## config.mk

```make
export PLATFORM = sky130hd
export DESIGN_NAME = pnc_req_arbiter_flat
export DESIGN_NICKNAME = d
export VERILOG_FILES = /design/src/rtl/pnc_req_arbiter_pkg.sv /design/src/rtl/pnc_req_arbiter_if.sv /design/src/rtl/pnc_req_arbiter_pick.sv /design/src/rtl/pnc_req_arbiter.sv /design/src/flat_wrapper.sv
export SDC_FILE = /design/constraint.sdc
export NUM_CORES = 1
export LEC_CHECK = 0
export ABC_AREA = 1
export CAP_MARGIN = 20
export CORE_UTILIZATION = 39
export DETAILED_ROUTE_END_ITERATION = 10
export MAX_ROUTING_LAYER = met4
export PLACE_DENSITY = 0.79
export SKIP_CTS_REPAIR_TIMING = 1
export SLEW_MARGIN = 5
export SYNTH_ARGS = -nofsm -noshare
export SYNTH_HDL_FRONTEND = slang
export SYNTH_SLANG_ARGS = --single-unit
```

## constraint.sdc

```tcl
create_clock -name clk -period 2.2 [get_ports clk]
set_clock_uncertainty 0.05 [all_clocks]
set_input_delay 0.33 -clock clk [delete_from_list [all_inputs] [get_ports clk]]
set_output_delay 0.33 -clock clk [all_outputs]
set_load 0.01 [all_outputs]
```

## src/rtl/pnc_req_arbiter_pkg.sv

```systemverilog
// Shared types and constants for the PNC request arbiter.
package pnc_arb_pkg;

  typedef enum logic [1:0] {IDLE, ISSUE, SETTLE, FLUSH} state_e;

  typedef enum logic {GNT_HOST, GNT_SWU} gnt_src_e;

  localparam logic [3:0]  TGT_SYNAPSE  = 4'h1;
  localparam logic [3:0]  TGT_SOMA     = 4'h2;
  localparam logic [3:0]  TGT_STDP     = 4'h3;
  localparam logic [15:0] PNC_NOP_ADDR = 16'h0000;

  function automatic logic tgt_valid(input logic [15:0] addr);
    return (addr[15:12] == TGT_SYNAPSE) || (addr[15:12] == TGT_SOMA) ||
           (addr[15:12] == TGT_STDP);
  endfunction

endpackage

```

## src/rtl/pnc_req_arbiter_if.sv

```systemverilog
// Requester, flush and PNC command signals of the arbiter.
interface pnc_req_arbiter_if;
  logic        host_req;
  logic [15:0] host_addr;
  logic [31:0] host_data;
  logic        host_ack;
  logic        swu_req;
  logic [15:0] swu_addr;
  logic [7:0]  swu_data;
  logic        swu_ack;
  logic        flush_req;
  logic        flush_done;
  logic [15:0] pnc_iADDR;
  logic [31:0] pnc_W_DATA;
  logic        pnc_SWU_EN;
  logic [15:0] pnc_SWU_ADDR;
  logic [7:0]  pnc_SWU_DATA;
  logic        pnc_kill;
  logic        err_badtgt;
  logic        busy;

  modport slave (
    input  host_req, host_addr, host_data, swu_req, swu_addr, swu_data, flush_req,
    output host_ack, swu_ack, flush_done, pnc_iADDR, pnc_W_DATA, pnc_SWU_EN,
           pnc_SWU_ADDR, pnc_SWU_DATA, pnc_kill, err_badtgt, busy
  );

  modport master (
    output host_req, host_addr, host_data, swu_req, swu_addr, swu_data, flush_req,
    input  host_ack, swu_ack, flush_done, pnc_iADDR, pnc_W_DATA, pnc_SWU_EN,
           pnc_SWU_ADDR, pnc_SWU_DATA, pnc_kill, err_badtgt, busy
  );
endinterface

```

## src/rtl/pnc_req_arbiter_pick.sv

```systemverilog
// Host/SWU selector: SWU wins ties until MAX_BURST consecutive SWU grants starve the host.
module pnc_arb_pick
  import pnc_arb_pkg::*;
#(
  parameter int unsigned MAX_BURST = 4
) (
  input  logic     clk,
  input  logic     rst,
  input  logic     en_i,
  input  logic     clr_i,
  input  logic     host_req_i,
  input  logic     swu_req_i,
  output logic     gnt_valid_o,
  output gnt_src_e gnt_src_o
);

  localparam logic [3:0] MaxBurst = 4'(MAX_BURST);

  logic [3:0] cnt_q, cnt_d;

  always_comb begin
    gnt_valid_o = en_i & (host_req_i | swu_req_i);
    gnt_src_o   = GNT_HOST;
    if (swu_req_i && (!host_req_i || cnt_q != MaxBurst)) begin
      gnt_src_o = GNT_SWU;
    end
  end

  always_comb begin
    cnt_d = cnt_q;
    if (clr_i) begin
      cnt_d = 4'd0;
    end else if (en_i) begin
      if (!host_req_i || gnt_src_o == GNT_HOST) begin
        cnt_d = 4'd0;
      end else if (cnt_q != MaxBurst) begin
        cnt_d = cnt_q + 4'd1;
      end
    end
  end

  always_ff @(posedge clk) begin
    if (rst) begin
      cnt_q <= 4'd0;
    end else begin
      cnt_q <= cnt_d;
    end
  end

endmodule

```

## src/rtl/pnc_req_arbiter.sv

```systemverilog
// PNC command-path scheduler: one transaction per slot, settle gap, and flush kill window.
module pnc_req_arbiter
  import pnc_arb_pkg::*;
#(
  parameter int unsigned SETTLE_CYC = 2,
  parameter int unsigned MAX_BURST  = 4,
  parameter int unsigned KILL_CYC   = 3
) (
  input logic               clk,
  input logic               rst,
  pnc_req_arbiter_if.slave  bus
);

  state_e      state_q, state_d;
  logic [3:0]  cnt_q, cnt_d;
  logic        bad_q, bad_d;
  logic        host_ack_q, host_ack_d;
  logic        swu_ack_q, swu_ack_d;
  logic        done_q, done_d;
  logic        kill_q, kill_d;
  logic        err_q, err_d;
  logic        busy_q, busy_d;
  logic [15:0] iaddr_q, iaddr_d;
  logic [31:0] wdata_q, wdata_d;
  logic        swu_en_q, swu_en_d;
  logic [15:0] swu_addr_q, swu_addr_d;
  logic [7:0]  swu_data_q, swu_data_d;

  logic        gnt_valid;
  gnt_src_e    gnt_src;
  logic        in_idle;
  logic        sel_ok;

  assign in_idle = (state_q == IDLE);
  assign sel_ok  = tgt_valid((gnt_src == GNT_HOST) ? bus.host_addr : bus.swu_addr);

  pnc_arb_pick #(
    .MAX_BURST (MAX_BURST)
  ) u_pick (
    .clk         (clk),
    .rst         (rst),
    .en_i        (in_idle & ~bus.flush_req),
    .clr_i       (in_idle & bus.flush_req),
    .host_req_i  (bus.host_req),
    .swu_req_i   (bus.swu_req),
    .gnt_valid_o (gnt_valid),
    .gnt_src_o   (gnt_src)
  );

  always_comb begin
    state_d    = state_q;
    cnt_d      = cnt_q;
    bad_d      = bad_q;
    host_ack_d = 1'b0;
    swu_ack_d  = 1'b0;
    done_d     = 1'b0;
    kill_d     = 1'b0;
    err_d      = 1'b0;
    iaddr_d    = PNC_NOP_ADDR;
    wdata_d    = 32'h0;
    swu_en_d   = 1'b0;
    swu_addr_d = PNC_NOP_ADDR;
    swu_data_d = 8'h0;

    case (state_q)
      IDLE: begin
        if (bus.flush_req) begin
          state_d = FLUSH;
          kill_d  = 1'b1;
          done_d  = (KILL_CYC == 1);
          cnt_d   = 4'(KILL_CYC - 1);
        end else if (gnt_valid) begin
          // Bad-target grants still pass through ISSUE so the held request is not resampled.
          state_d = ISSUE;
          bad_d   = ~sel_ok;
          err_d   = ~sel_ok;
          if (gnt_src == GNT_HOST) begin
            host_ack_d = 1'b1;
            if (sel_ok) begin
              iaddr_d = bus.host_addr;
              wdata_d = bus.host_data;
            end
          end else begin
            swu_ack_d = 1'b1;
            if (sel_ok) begin
              swu_en_d   = 1'b1;
              swu_addr_d = bus.swu_addr;
              swu_data_d = bus.swu_data;
            end
          end
        end
      end
      ISSUE: begin
        state_d = bad_q ? IDLE : SETTLE;
        cnt_d   = 4'(SETTLE_CYC - 1);
      end
      SETTLE: begin
        if (cnt_q == 4'd0) begin
          state_d = IDLE;
        end else begin
          cnt_d = cnt_q - 4'd1;
        end
      end
      FLUSH: begin
        if (cnt_q == 4'd0) begin
          state_d = IDLE;
        end else begin
          kill_d = 1'b1;
          done_d = (cnt_q == 4'd1);
          cnt_d  = cnt_q - 4'd1;
        end
      end
      default: state_d = IDLE;
    endcase

    busy_d = (state_d != IDLE);
  end

  always_ff @(posedge clk) begin
    if (rst) begin
      state_q    <= IDLE;
      cnt_q      <= 4'd0;
      bad_q      <= 1'b0;
      host_ack_q <= 1'b0;
      swu_ack_q  <= 1'b0;
      done_q     <= 1'b0;
      kill_q     <= 1'b0;
      err_q      <= 1'b0;
      busy_q     <= 1'b0;
      iaddr_q    <= 16'h0;
      wdata_q    <= 32'h0;
      swu_en_q   <= 1'b0;
      swu_addr_q <= 16'h0;
      swu_data_q <= 8'h0;
    end else begin
      state_q    <= state_d;
      cnt_q      <= cnt_d;
      bad_q      <= bad_d;
      host_ack_q <= host_ack_d;
      swu_ack_q  <= swu_ack_d;
      done_q     <= done_d;
      kill_q     <= kill_d;
      err_q      <= err_d;
      busy_q     <= busy_d;
      iaddr_q    <= iaddr_d;
      wdata_q    <= wdata_d;
      swu_en_q   <= swu_en_d;
      swu_addr_q <= swu_addr_d;
      swu_data_q <= swu_data_d;
    end
  end

  assign bus.host_ack     = host_ack_q;
  assign bus.swu_ack      = swu_ack_q;
  assign bus.flush_done   = done_q;
  assign bus.pnc_kill     = kill_q;
  assign bus.err_badtgt   = err_q;
  assign bus.busy         = busy_q;
  assign bus.pnc_iADDR    = iaddr_q;
  assign bus.pnc_W_DATA   = wdata_q;
  assign bus.pnc_SWU_EN   = swu_en_q;
  assign bus.pnc_SWU_ADDR = swu_addr_q;
  assign bus.pnc_SWU_DATA = swu_data_q;

endmodule

```

## src/flat_wrapper.sv

```systemverilog
// flat-port wrapper written by rule: the top's interface ports become plain ports
module pnc_req_arbiter_flat import pnc_arb_pkg::*;
#(
  parameter int unsigned SETTLE_CYC = 2,
  parameter int unsigned MAX_BURST  = 4,
  parameter int unsigned KILL_CYC   = 3
)
  (clk, rst, bus_host_req, bus_host_addr, bus_host_data, bus_swu_req, bus_swu_addr, bus_swu_data, bus_flush_req, bus_host_ack, bus_swu_ack, bus_flush_done, bus_pnc_iADDR, bus_pnc_W_DATA, bus_pnc_SWU_EN, bus_pnc_SWU_ADDR, bus_pnc_SWU_DATA, bus_pnc_kill, bus_err_badtgt, bus_busy);
  pnc_req_arbiter_if bus_i ();
  input logic clk;
  input logic rst;
  input wire logic [$bits(bus_i.host_req)-1:0] bus_host_req;
  input wire logic [$bits(bus_i.host_addr)-1:0] bus_host_addr;
  input wire logic [$bits(bus_i.host_data)-1:0] bus_host_data;
  input wire logic [$bits(bus_i.swu_req)-1:0] bus_swu_req;
  input wire logic [$bits(bus_i.swu_addr)-1:0] bus_swu_addr;
  input wire logic [$bits(bus_i.swu_data)-1:0] bus_swu_data;
  input wire logic [$bits(bus_i.flush_req)-1:0] bus_flush_req;
  output wire logic [$bits(bus_i.host_ack)-1:0] bus_host_ack;
  output wire logic [$bits(bus_i.swu_ack)-1:0] bus_swu_ack;
  output wire logic [$bits(bus_i.flush_done)-1:0] bus_flush_done;
  output wire logic [$bits(bus_i.pnc_iADDR)-1:0] bus_pnc_iADDR;
  output wire logic [$bits(bus_i.pnc_W_DATA)-1:0] bus_pnc_W_DATA;
  output wire logic [$bits(bus_i.pnc_SWU_EN)-1:0] bus_pnc_SWU_EN;
  output wire logic [$bits(bus_i.pnc_SWU_ADDR)-1:0] bus_pnc_SWU_ADDR;
  output wire logic [$bits(bus_i.pnc_SWU_DATA)-1:0] bus_pnc_SWU_DATA;
  output wire logic [$bits(bus_i.pnc_kill)-1:0] bus_pnc_kill;
  output wire logic [$bits(bus_i.err_badtgt)-1:0] bus_err_badtgt;
  output wire logic [$bits(bus_i.busy)-1:0] bus_busy;
  assign bus_i.host_req = bus_host_req;
  assign bus_i.host_addr = bus_host_addr;
  assign bus_i.host_data = bus_host_data;
  assign bus_i.swu_req = bus_swu_req;
  assign bus_i.swu_addr = bus_swu_addr;
  assign bus_i.swu_data = bus_swu_data;
  assign bus_i.flush_req = bus_flush_req;
  assign bus_host_ack = bus_i.host_ack;
  assign bus_swu_ack = bus_i.swu_ack;
  assign bus_flush_done = bus_i.flush_done;
  assign bus_pnc_iADDR = bus_i.pnc_iADDR;
  assign bus_pnc_W_DATA = bus_i.pnc_W_DATA;
  assign bus_pnc_SWU_EN = bus_i.pnc_SWU_EN;
  assign bus_pnc_SWU_ADDR = bus_i.pnc_SWU_ADDR;
  assign bus_pnc_SWU_DATA = bus_i.pnc_SWU_DATA;
  assign bus_pnc_kill = bus_i.pnc_kill;
  assign bus_err_badtgt = bus_i.err_badtgt;
  assign bus_busy = bus_i.busy;
  pnc_req_arbiter #(.SETTLE_CYC(SETTLE_CYC), .MAX_BURST(MAX_BURST), .KILL_CYC(KILL_CYC)) u_core (.clk(clk), .rst(rst), .bus(bus_i));
endmodule
```

==> impl_metrics.py, run 1 <==
metrics = {
    "synthesis": {
        "ys_warn_count": 0,
        "synth-seq-cells": 90,
        "syn_inst": 358,
        "synthDistinctLibCells": 22,
        "yosysSeqAreaShare_pct": 58.99,
        "synth.avg_cell_area_sq_um": 8.531,
        "syn_area_sq_um": 3054,
        "synth.largest_area_cell": "dfxtp_1",
        "synthTopCellsByArea": "dfxtp_1 59%, inv_1 12%, nor2_1 9.2%",
        "synth_top_area_share_pct": 58.99,
    },
    "floorplanning": {
        "coreArea_sq_um": 7408,
        "die_x_um": 90.50,
        "dieArea_sq_um": 8189,
        "fp-row-count": 31,
        "start_util_pct": 41.23,
        "io_pins": 156,
        "die_h_um": 90.50,
    },
    "worst_hold_path": {
        "holdPathStages": 3,
        "hold_class": "input port to flop",
        "hold-path-endpoint": "u_core.bus.pnc_W_DATA[25]",
        "min_from": "bus_host_data[25]",
    },
    "timing": {
        "fmax_ghz": 0.5483,
        "post-route-min-period_ns": 1.824,
        "worst_slack_ns": 0.3763,
        "drv_slew": 0,
        "hold_viol": 0,
        "fin_crit_sh_pct": 82.90,
        "setup_tns_ns": 0,
        "setup_violations": 0,
        "grt_setup_unrepaired": "no",
        "timing.hold.ws_ns": 0.4336,
    },
    "route": {
        "ant_nets": 0,
        "route.detailed.drc": 0,
        "wl_um": 6870,
        "routedWlPerCell_um": 10.97,
        "via_per_inst": 4.125,
        "first_pass_iters": 4,
        "drt_iter0_drc": 52,
        "num_vias": 2582,
    },
    "worst_setup_path": {
        "end_kind": "flop",
        "cpMaxStageDelayCell": "dfxtp_1",
        "critical_path.max_stage_delay_ns": 0.35,
        "rrSetupSlack_ns": 0.38,
        "crit_fanout": 46,
        "r2r-end": "u_core.bus.pnc_W_DATA[4]",
        "critPathKind": "flop to flop",
        "r2r_start": "u_core.state_q[1]",
        "arrival_ns": 2.06,
        "path_cells": "inv_1 -> ha_1 -> inv_1 -> nor2_4 -> o21ai_2 -> nor2_8 -> nand3_4 -> buf_12 -> nor2_1",
        "rr_worst_depth": 9,
        "critPathRequiredTime_ns": 2.44,
        "path_common_cell": "inv_1",
        "cp-start-kind": "flop",
    },
    "power": {
        "sw_frac_of_total_pct": 30.67,
        "internal-power_w": 0.002546,
        "pwr-share-seq_pct": 48.5,
        "fin_total_pwr_w": 0.003672,
        "power.density_nw_per_um2": 747.8,
        "switchingPower_w": 0.001126,
        "clockPowerShare_pct": 29.2,
        "combinationalPowerShare_pct": 22.3,
        "power.leakage_nw": 2.315,
        "max-vdd-ir-drop_v": 0.0004423,
    },
    "clock_tree": {
        "cts_root_buf": "clkbuf_8",
        "cts_tree": "yes",
        "cts.sinks": 90,
        "htree_levels": 3,
        "clk_pin_slew_ns": 0.11,
        "cts_buffers": 9,
        "cts_max_path_buffers": 2,
        "worstSkewPairLatency_ns": 0.35,
    },
    "cells_and_area": {
        "n_fill_cell": 632,
        "drive_gt1_share_pct": 6.072,
        "layout-area-overhead-vs-synth_pct": 60.75,
        "insertedDiodeCount": 0,
        "fin_area_sq_um": 4910,
        "final_cell_mix": "155 x clkdlybuf4s50_1, 98 x inv_1, 90 x dfxtp_1",
        "register_area_sq_um": 1802,
        "final_net_count": 609,
        "multiInputGateArea_sq_um": 848.3,
        "layout_commonest_cell": "clkdlybuf4s50_1",
    },
    "place": {
        "dp_slack_ns": 0.1015,
        "placed_cell_area_sq_um": 4706,
        "dp_hpwl_um": 5460,
        "gp_congestion": 0.8837,
        "portBuffers": 155,
    },
    "grt": {
        "grt_pass1_vias": 2526,
        "grtUsageTotal_pct": 17.88,
        "gr-total-overflow": 0,
        "grt_pass1_wl_um": 11340,
        "antenna_found_initial": 0,
        "grt_max_degree": 47,
    },
    "run_status": {
        "status": "completed",
    },
    "run": {
        "cap_violations": 0,
    },
}
## power groups by stage
stage	combinational [W]	sequential, W	clock [W]
after floorplan	0.000481	0.00183	0
after global placement	0.000798	0.00181	0
after detailed placement	0.000817	0.00182	0
after CTS	0.000822	0.00178	0.00111
after global routing	0.000940	0.00179	0.00119
final	0.000820	0.00178	0.00107
## registers in the layout, summed over array words and instances, names as in the netlist
signal	flops
u_core.bus.pnc_W_DATA	32
u_core.bus.pnc_SWU_ADDR	16
u_core.bus.pnc_iADDR	16
u_core.bus.pnc_SWU_DATA	8
u_core.cnt_q	4
u_core.u_pick.cnt_q	4
u_core.state_q	2
u_core.bad_q	1
u_core.bus.busy	1
u_core.bus.err_badtgt	1
u_core.bus.flush_done	1
u_core.bus.host_ack	1
u_core.bus.pnc_SWU_EN	1
u_core.bus.pnc_kill	1
u_core.bus.swu_ack	1
## critical path, delay by kind of cell (launching register included)
| family | cells | cell delay, ns |
|---|---|---|
| simple gates | 4 | 0.51 |
| fa+ha+maj | 1 | 0.23 |
| buf+inv | 3 | 0.46 |
| compound gates | 1 | 0.15 |
| flops | 1 | 0.35 |
## stage by stage
step                std cells  utilization, %
global placement          610           63.52
floorplan                 361               -
finish                    626           66.27
detailed placement        610           63.52
CTS                       626           66.17
global route              626           66.27
## worst max-delay path by stage
stage,from,to,slack (ns)
after floorplan,u_core.state_q[1],u_core.bus.pnc_W_DATA[10],0.61
after detailed placement,bus_flush_req,u_core.bus.pnc_SWU_ADDR[5],0.10
after CTS,u_core.state_q[1],u_core.bus.pnc_SWU_ADDR[5],0.15
after global routing,u_core.state_q[1],u_core.bus.pnc_SWU_DATA[4],0.14
after global placement,bus_flush_req,u_core.bus.pnc_SWU_ADDR[1],0.22
final,u_core.state_q[1],u_core.bus.pnc_W_DATA[4],0.38
## layer usage
layer,track usage [%],wire length [um],vias up
li1,-,-,1339
met1,19.09,2794,1128
met2,32.01,3476,105
met3,4.125,483,10
met4,6.720,116,0
met5,-,0,-
## cells by family (layout without fill, tap and decap cells)
logic type	count (synthesis)	in the layout	share of synthesized area (%)
XOR/XNOR	2	2	0.5736
AND/OR/NAND/NOR	136	136	19.62
buffers and inverters	104	270	13.85
other	1	4	0.1228
adder cells (fa/ha/maj)	10	10	4.097
AO/OA/AOI/OAI	15	15	2.744
flip-flops	90	90	58.99
## cells in the mapped netlist
cell type and instances:
inv_1 98, buf_2 2, ha_1 10, nand2_1 33, conb_1 1, xor2_1 1, nor2_4 1, nor3_1 2
nor2_1 75, dfxtp_1 90, o21ai_0 7, o21ai_2 1, o21bai_1 2, xnor2_1 1, nand3_4 1, nand3_1 10
a21oi_1 5, buf_6 4, nand4_1 2, nand3_2 1, nor2_8 1, nor2_2 10
## area by class of cell
class / count / share of cell area [%]
inverters: 98 / 7.492
clock buffers: 9 / 2.523
repair buffers: 156 / 32.01
clock inverters: 7 / 1.478
well taps: 99 / 2.523
multi-input cells: 167 / 17.28
flip-flops and latches: 90 / 36.70
Power figures use the tool's default switching activity.
==> run 2, diff against run 1 <==
clock period = 1.8 ns   (was 2.2 ns; I/O delays follow)
==> run 2 against run 1 <==
  * Final area grew 1.5%
  * Largest cell class unchanged
  * Worst hold slack lost 0.049 ns
  * Total power grew 26%
  * Fmax grew 9.2%
  * Largest power group unchanged
  * Combinational power grew 27%
==> impl_metrics.py, run 2 (synthesis results as in run 1) <==
metrics = {
    "run_status": {
        "status": "completed",
    },
    "timing": {
        "grt_setup_unrepaired": "no",
        "setup_violations": 0,
        "fin_crit_sh_pct": 92.81,
        "worst_slack_ns": 0.1294,
        "setup_tns_ns": 0,
        "timing.hold.ws_ns": 0.3842,
        "fmax_ghz": 0.5986,
        "drv_slew": 0,
        "post-route-min-period_ns": 1.671,
        "hold_viol": 0,
    },
    "floorplanning": {
        "die_h_um": 90.50,
        "dieArea_sq_um": 8189,
        "fp-row-count": 31,
        "coreArea_sq_um": 7408,
        "io_pins": 156,
        "start_util_pct": 41.23,
        "die_x_um": 90.50,
    },
    "cells_and_area": {
        "largest_reg_flops": 32,
        "insertedDiodeCount": 0,
        "drive_gt1_share_pct": 7.678,
        "utilization_pct": 67.24,
        "layout-area-overhead-vs-synth_pct": 63.09,
        "final_net_count": 616,
        "final_cell_mix": "155 x clkdlybuf4s50_1, 96 x inv_1, 90 x dfxtp_1",
        "layout_commonest_cell": "clkdlybuf4s50_1",
    },
    "clock_tree": {
        "worstSkewPairLatency_ns": 0.35,
        "cts_tree": "yes",
        "cts_max_path_buffers": 2,
        "cts.sinks": 90,
        "cts_root_buf": "clkbuf_8",
        "clk_pin_slew_ns": 0.09,
        "htree_levels": 3,
        "cts_buffers": 9,
    },
    "worst_setup_path": {
        "end_kind": "flop",
        "arrival_ns": 1.90,
        "critical_path.max_stage_delay_ns": 0.35,
        "critPathRequiredTime_ns": 2.03,
        "cp-start-kind": "flop",
        "crit_fanout": 10,
        "path_cells": "inv_2 -> ha_1 -> inv_1 -> nor2_4 -> o21ai_2 -> nor2_8 -> nand3_4 -> buf_4 -> nor2_1",
        "critPathKind": "flop to flop",
        "cpMaxStageDelayCell": "dfxtp_1",
    },
    "route": {
        "num_vias": 2649,
        "first_pass_iters": 4,
        "routedWlPerCell_um": 11.66,
        "wl_um": 7379,
        "drt_iter0_drc": 51,
        "ant_nets": 0,
        "route.detailed.drc": 0,
        "via_per_inst": 4.185,
    },
    "grt": {
        "grtUsageTotal_pct": 18.86,
        "antenna_found_initial": 0,
        "grt_pass1_vias": 2521,
        "grt_pass1_wl_um": 11760,
        "grt_max_degree": 27,
        "gr-total-overflow": 0,
    },
    "place": {
        "portBuffers": 155,
        "dp_slack_ns": 0.04536,
        "gp_congestion": 0.8093,
        "dp_hpwl_um": 5945,
    },
    "power": {
        "max-vdd-ir-drop_v": 0.0005949,
        "fin_total_pwr_w": 0.004635,
        "power.leakage_nw": 2.365,
        "power.density_nw_per_um2": 930.6,
    },
    "run": {
        "cap_violations": 0,
    },
    "worst_hold_path": {
        "hold_class": "input port to flop",
    },
}
[run 2: changes by cell type in the layout (fill, tap and decap cells not counted), sizes merged]
cell      change
clkinvlp      -1
clkbuf        +1
clkinv        -1
buf           +7
bufinv        +1
[run 2: area by class of cell]
cell class | count | area [sq um]
Inverter | 98 | 367.9
Sequential cell | 90 | 1802
Multi-Input combinational cell | 167 | 840.8
Tap cell | 99 | 123.9
Clock buffer | 10 | 137.6
Clock inverter | 6 | 72.57
Fill cell | 598 | 2427
Timing Repair Buffer | 163 | 1637
[run 2: critical path, delay by kind of cell (launching register included)]
family,cells,cell delay [ns]
AND/OR/NAND/NOR,4,0.47
AO/OA/AOI/OAI,1,0.13
flip-flops,1,0.35
buffers and inverters,3,0.39
adder cells (fa/ha/maj),1,0.21
[run 2: path summary, 6_finish.rpt]
check        slack (ns)  depth (start not counted)                        end              start
max                0.13                          9    u_core.bus.pnc_iADDR[6]  u_core.state_q[1]
min                0.38                          3  u_core.bus.pnc_W_DATA[21]  bus_host_data[21]
max reg2reg        0.13                          9    u_core.bus.pnc_iADDR[6]  u_core.state_q[1]
min reg2reg        0.42                          2               u_core.bad_q       u_core.bad_q
[run 2: routing by layer]
| metal | share of wire (%) | track usage [%] |
|---|---|---|
| met1 | 39 | 20.08 |
| met2 | 53 | 33.59 |
| met3 | 5.9 | 4.630 |
| met4 | 1.7 | 7.124 |
| met5 | 0 | - |
[run 2: metrics by stage]
step                      cells  instance area, sq um
final                       633                  4981
after global routing        633                  4981
after CTS                   633                  4981
after detailed placement    617                  4771
after global placement      617                  4771
after floorplan             361                  3065
[run 2: where the power goes]
group          internal (W)  switching (W)
Clock              0.000700       0.000720
Combinational      0.000489       0.000548
Sequential          0.00210      0.0000745
Total               0.00329        0.00134
==> run 3, diff against run 2 <==
CORE_UTILIZATION = 36   (was 39)
PLACE_DENSITY = 0.77   (was 0.79)
SETUP_SLACK_MARGIN = 0.4   (was default)
clock period = 1.5 ns   (was 1.8 ns; I/O delays follow)
==> run 3 against run 2 <==
  * Critical endpoint is now u_core.bus.pnc_SWU_ADDR[3]
  * Wire length is 9.1% higher
  * Fmax is 11% higher
  * Highest routed layer unchanged
  * Final cell count is 3.8% higher
  * Largest cell class unchanged
  * Global-route usage is 1.8 points lower
  * Sequential share of layout area is 0.89 points lower
  * The run now ends with setup timing left
  * First-iteration DRC count is 2.0% lower
==> impl_metrics.py, run 3 (synthesis results as in run 1) <==
metrics = {
    "run_status": {
        "status": "finished, violations left",
        "violations": "setup timing",
    },
    "floorplanning": {
        "fp-row-count": 33,
        "die_h_um": 94.11,
        "die_x_um": 94.11,
        "start_util_pct": 37.17,
        "io_pins": 156,
        "coreArea_sq_um": 8217,
        "dieArea_sq_um": 8856,
    },
    "timing": {
        "setup_violations": 1,
        "setup_tns_ns": -0.003841,
        "fin_crit_sh_pct": 100.3,
        "fmax_ghz": 0.6650,
        "hold_viol": 0,
        "post-route-min-period_ns": 1.504,
        "drv_slew": 0,
        "grt_setup_unrepaired": "yes",
        "worst_slack_ns": -0.003841,
    },
    "run": {
        "cap_violations": 0,
    },
    "route": {
        "ant_nets": 0,
        "first_pass_iters": 4,
        "wl_um": 8047,
        "via_per_inst": 4.148,
        "route.detailed.drc": 0,
        "num_vias": 2725,
        "routedWlPerCell_um": 12.25,
        "drt_iter0_drc": 50,
    },
    "clock_tree": {
        "htree_levels": 3,
        "worstSkewPairLatency_ns": 0.34,
        "cts_tree": "yes",
        "cts_buffers": 9,
        "cts_root_buf": "clkbuf_8",
        "cts.sinks": 90,
        "clk_pin_slew_ns": 0.09,
        "cts_max_path_buffers": 2,
    },
    "worst_setup_path": {
        "critPathRequiredTime_ns": 1.73,
        "path_cells": "inv_4 -> ha_4 -> inv_4 -> nor2_4 -> o21ai_4 -> nor2_8 -> nand3_4 -> clkbuf_16 -> nor2_1",
        "critical_path.max_stage_delay_ns": 0.35,
        "worst-path-stages": 9,
        "r2r-end": "u_core.bus.pnc_SWU_ADDR[3]",
        "cp-start-kind": "flop",
        "critPathTopFamily": "simple AND/OR/NAND/NOR gates",
        "rrSetupSlack_ns": -0.004,
        "crit_fanout": 11,
        "setup.worst_path.end": "u_core.bus.pnc_SWU_ADDR[3]",
        "path_common_cell": "inv_4",
        "end_kind": "flop",
        "critPathKind": "flop to flop",
        "startpoint": "u_core.state_q[1]",
        "arrival_ns": 1.73,
        "rr_worst_depth": 9,
        "r2r_start": "u_core.state_q[1]",
        "cpMaxStageDelayCell": "dfxtp_2",
        "path_buf_inv": 3,
    },
    "cells_and_area": {
        "fin_area_sq_um": 5238,
        "final_net_count": 634,
        "layout_commonest_cell": "inv_1",
        "largest_reg_flops": 32,
        "insertedDiodeCount": 0,
        "layout-area-overhead-vs-synth_pct": 71.49,
        "drive_gt1_share_pct": 39.86,
        "final_cell_mix": "89 x inv_1, 76 x clkdlybuf4s50_1, 56 x nor2_1",
        "final_cell_count_no_fill": 657,
    },
    "place": {
        "dp.cells": 632,
        "dp_hpwl_um": 5712,
        "dp_slack_ns": -0.2467,
        "gp_congestion": 0.8640,
        "portBuffers": 155,
        "placed_cell_area_sq_um": 4883,
    },
    "worst_hold_path": {
        "hold_class": "input port to flop",
    },
    "power": {
        "max-vdd-ir-drop_v": 0.0007486,
        "power.leakage_nw": 2.670,
        "fin_total_pwr_w": 0.006243,
        "power.density_nw_per_um2": 1192,
    },
    "grt": {
        "grt_pass1_wl_um": 11210,
        "grt_max_degree": 47,
        "antenna_found_initial": 0,
        "gr-total-overflow": 0,
        "grt_pass1_vias": 2471,
        "grtUsageTotal_pct": 17.08,
    },
}
==> run 3: changes by cell type in the layout (fill, tap and decap cells not counted), moves of 11 or more <==
| cell | change |
|---|---|
| buf_6 | +22 |
| buf_2 | +39 |
| buf_4 | +13 |
| clkdlybuf4s50_1 | -79 |
| nor2_2 | +11 |
| clkbuf_2 | +20 |
| nor2_1 | -19 |
| dfxtp_1 | -35 |
| dfxtp_2 | +34 |
==> run 3: metrics by stage <==
step | hold slack, ns | util, %
after global routing | 0.3217 | 63.74
after floorplan | 0.2872 | -
after global placement | 0.4069 | 59.43
after CTS | 0.3217 | 61.92
after detailed placement | 0.4185 | 59.43
final | 0.3267 | 63.74
==> run 3: how the worst min path moves through the flow <==
stage,start,end,slack [ns],cells past startpoint
floorplan,bus_swu_addr[0],u_core.bus.pnc_SWU_ADDR[0],0.29,2
global placement,u_core.bad_q,u_core.bad_q,0.41,2
detailed placement,u_core.bad_q,u_core.bad_q,0.42,2
CTS,bus_host_data[7],u_core.bus.pnc_W_DATA[7],0.32,3
global route,bus_host_data[9],u_core.bus.pnc_W_DATA[9],0.32,3
finish,bus_host_data[7],u_core.bus.pnc_W_DATA[7],0.33,3
==> run 3: layout make-up <==
class / instances / area, sq um
fill: 687 / 2979
tap: 105 / 131.4
multi-input combinational: 167 / 1105
sequential: 90 / 1848
timing repair buffer: 181 / 1556
inverter: 98 / 392.9
clock inverter: 5 / 62.56
clock buffer: 11 / 141.4
==> run 3: worst reg2reg max path, cell delays in order (launching register included) <==
cell       delay (ns)
dfxtp_2          0.35
inv_4            0.06
ha_4             0.15
inv_4            0.04
nor2_4           0.11
o21ai_4          0.10
nor2_8           0.15
nand3_4          0.14
clkbuf_16        0.20
nor2_1           0.10
==> run 3: per-layer routing <==
metal  vias to the layer above  global-route usage, %  part of all wire (%)
met3                        14                  4.935                   7.5
met2                       106                  29.62                    51
li1                       1386                      -                     -
met1                      1219                  18.25                    39
met4                         0                  6.923                   2.0
met5                         -                      -                     0
==> run 3: power by group <==
group / total [W] / switching, W / internal, W
clock: 0.00168 / 0.000858 / 0.000826
combinational: 0.00193 / 0.00102 / 0.000904
sequential: 0.00263 / 0.0000850 / 0.00255
total: 0.00624 / 0.00197 / 0.00428
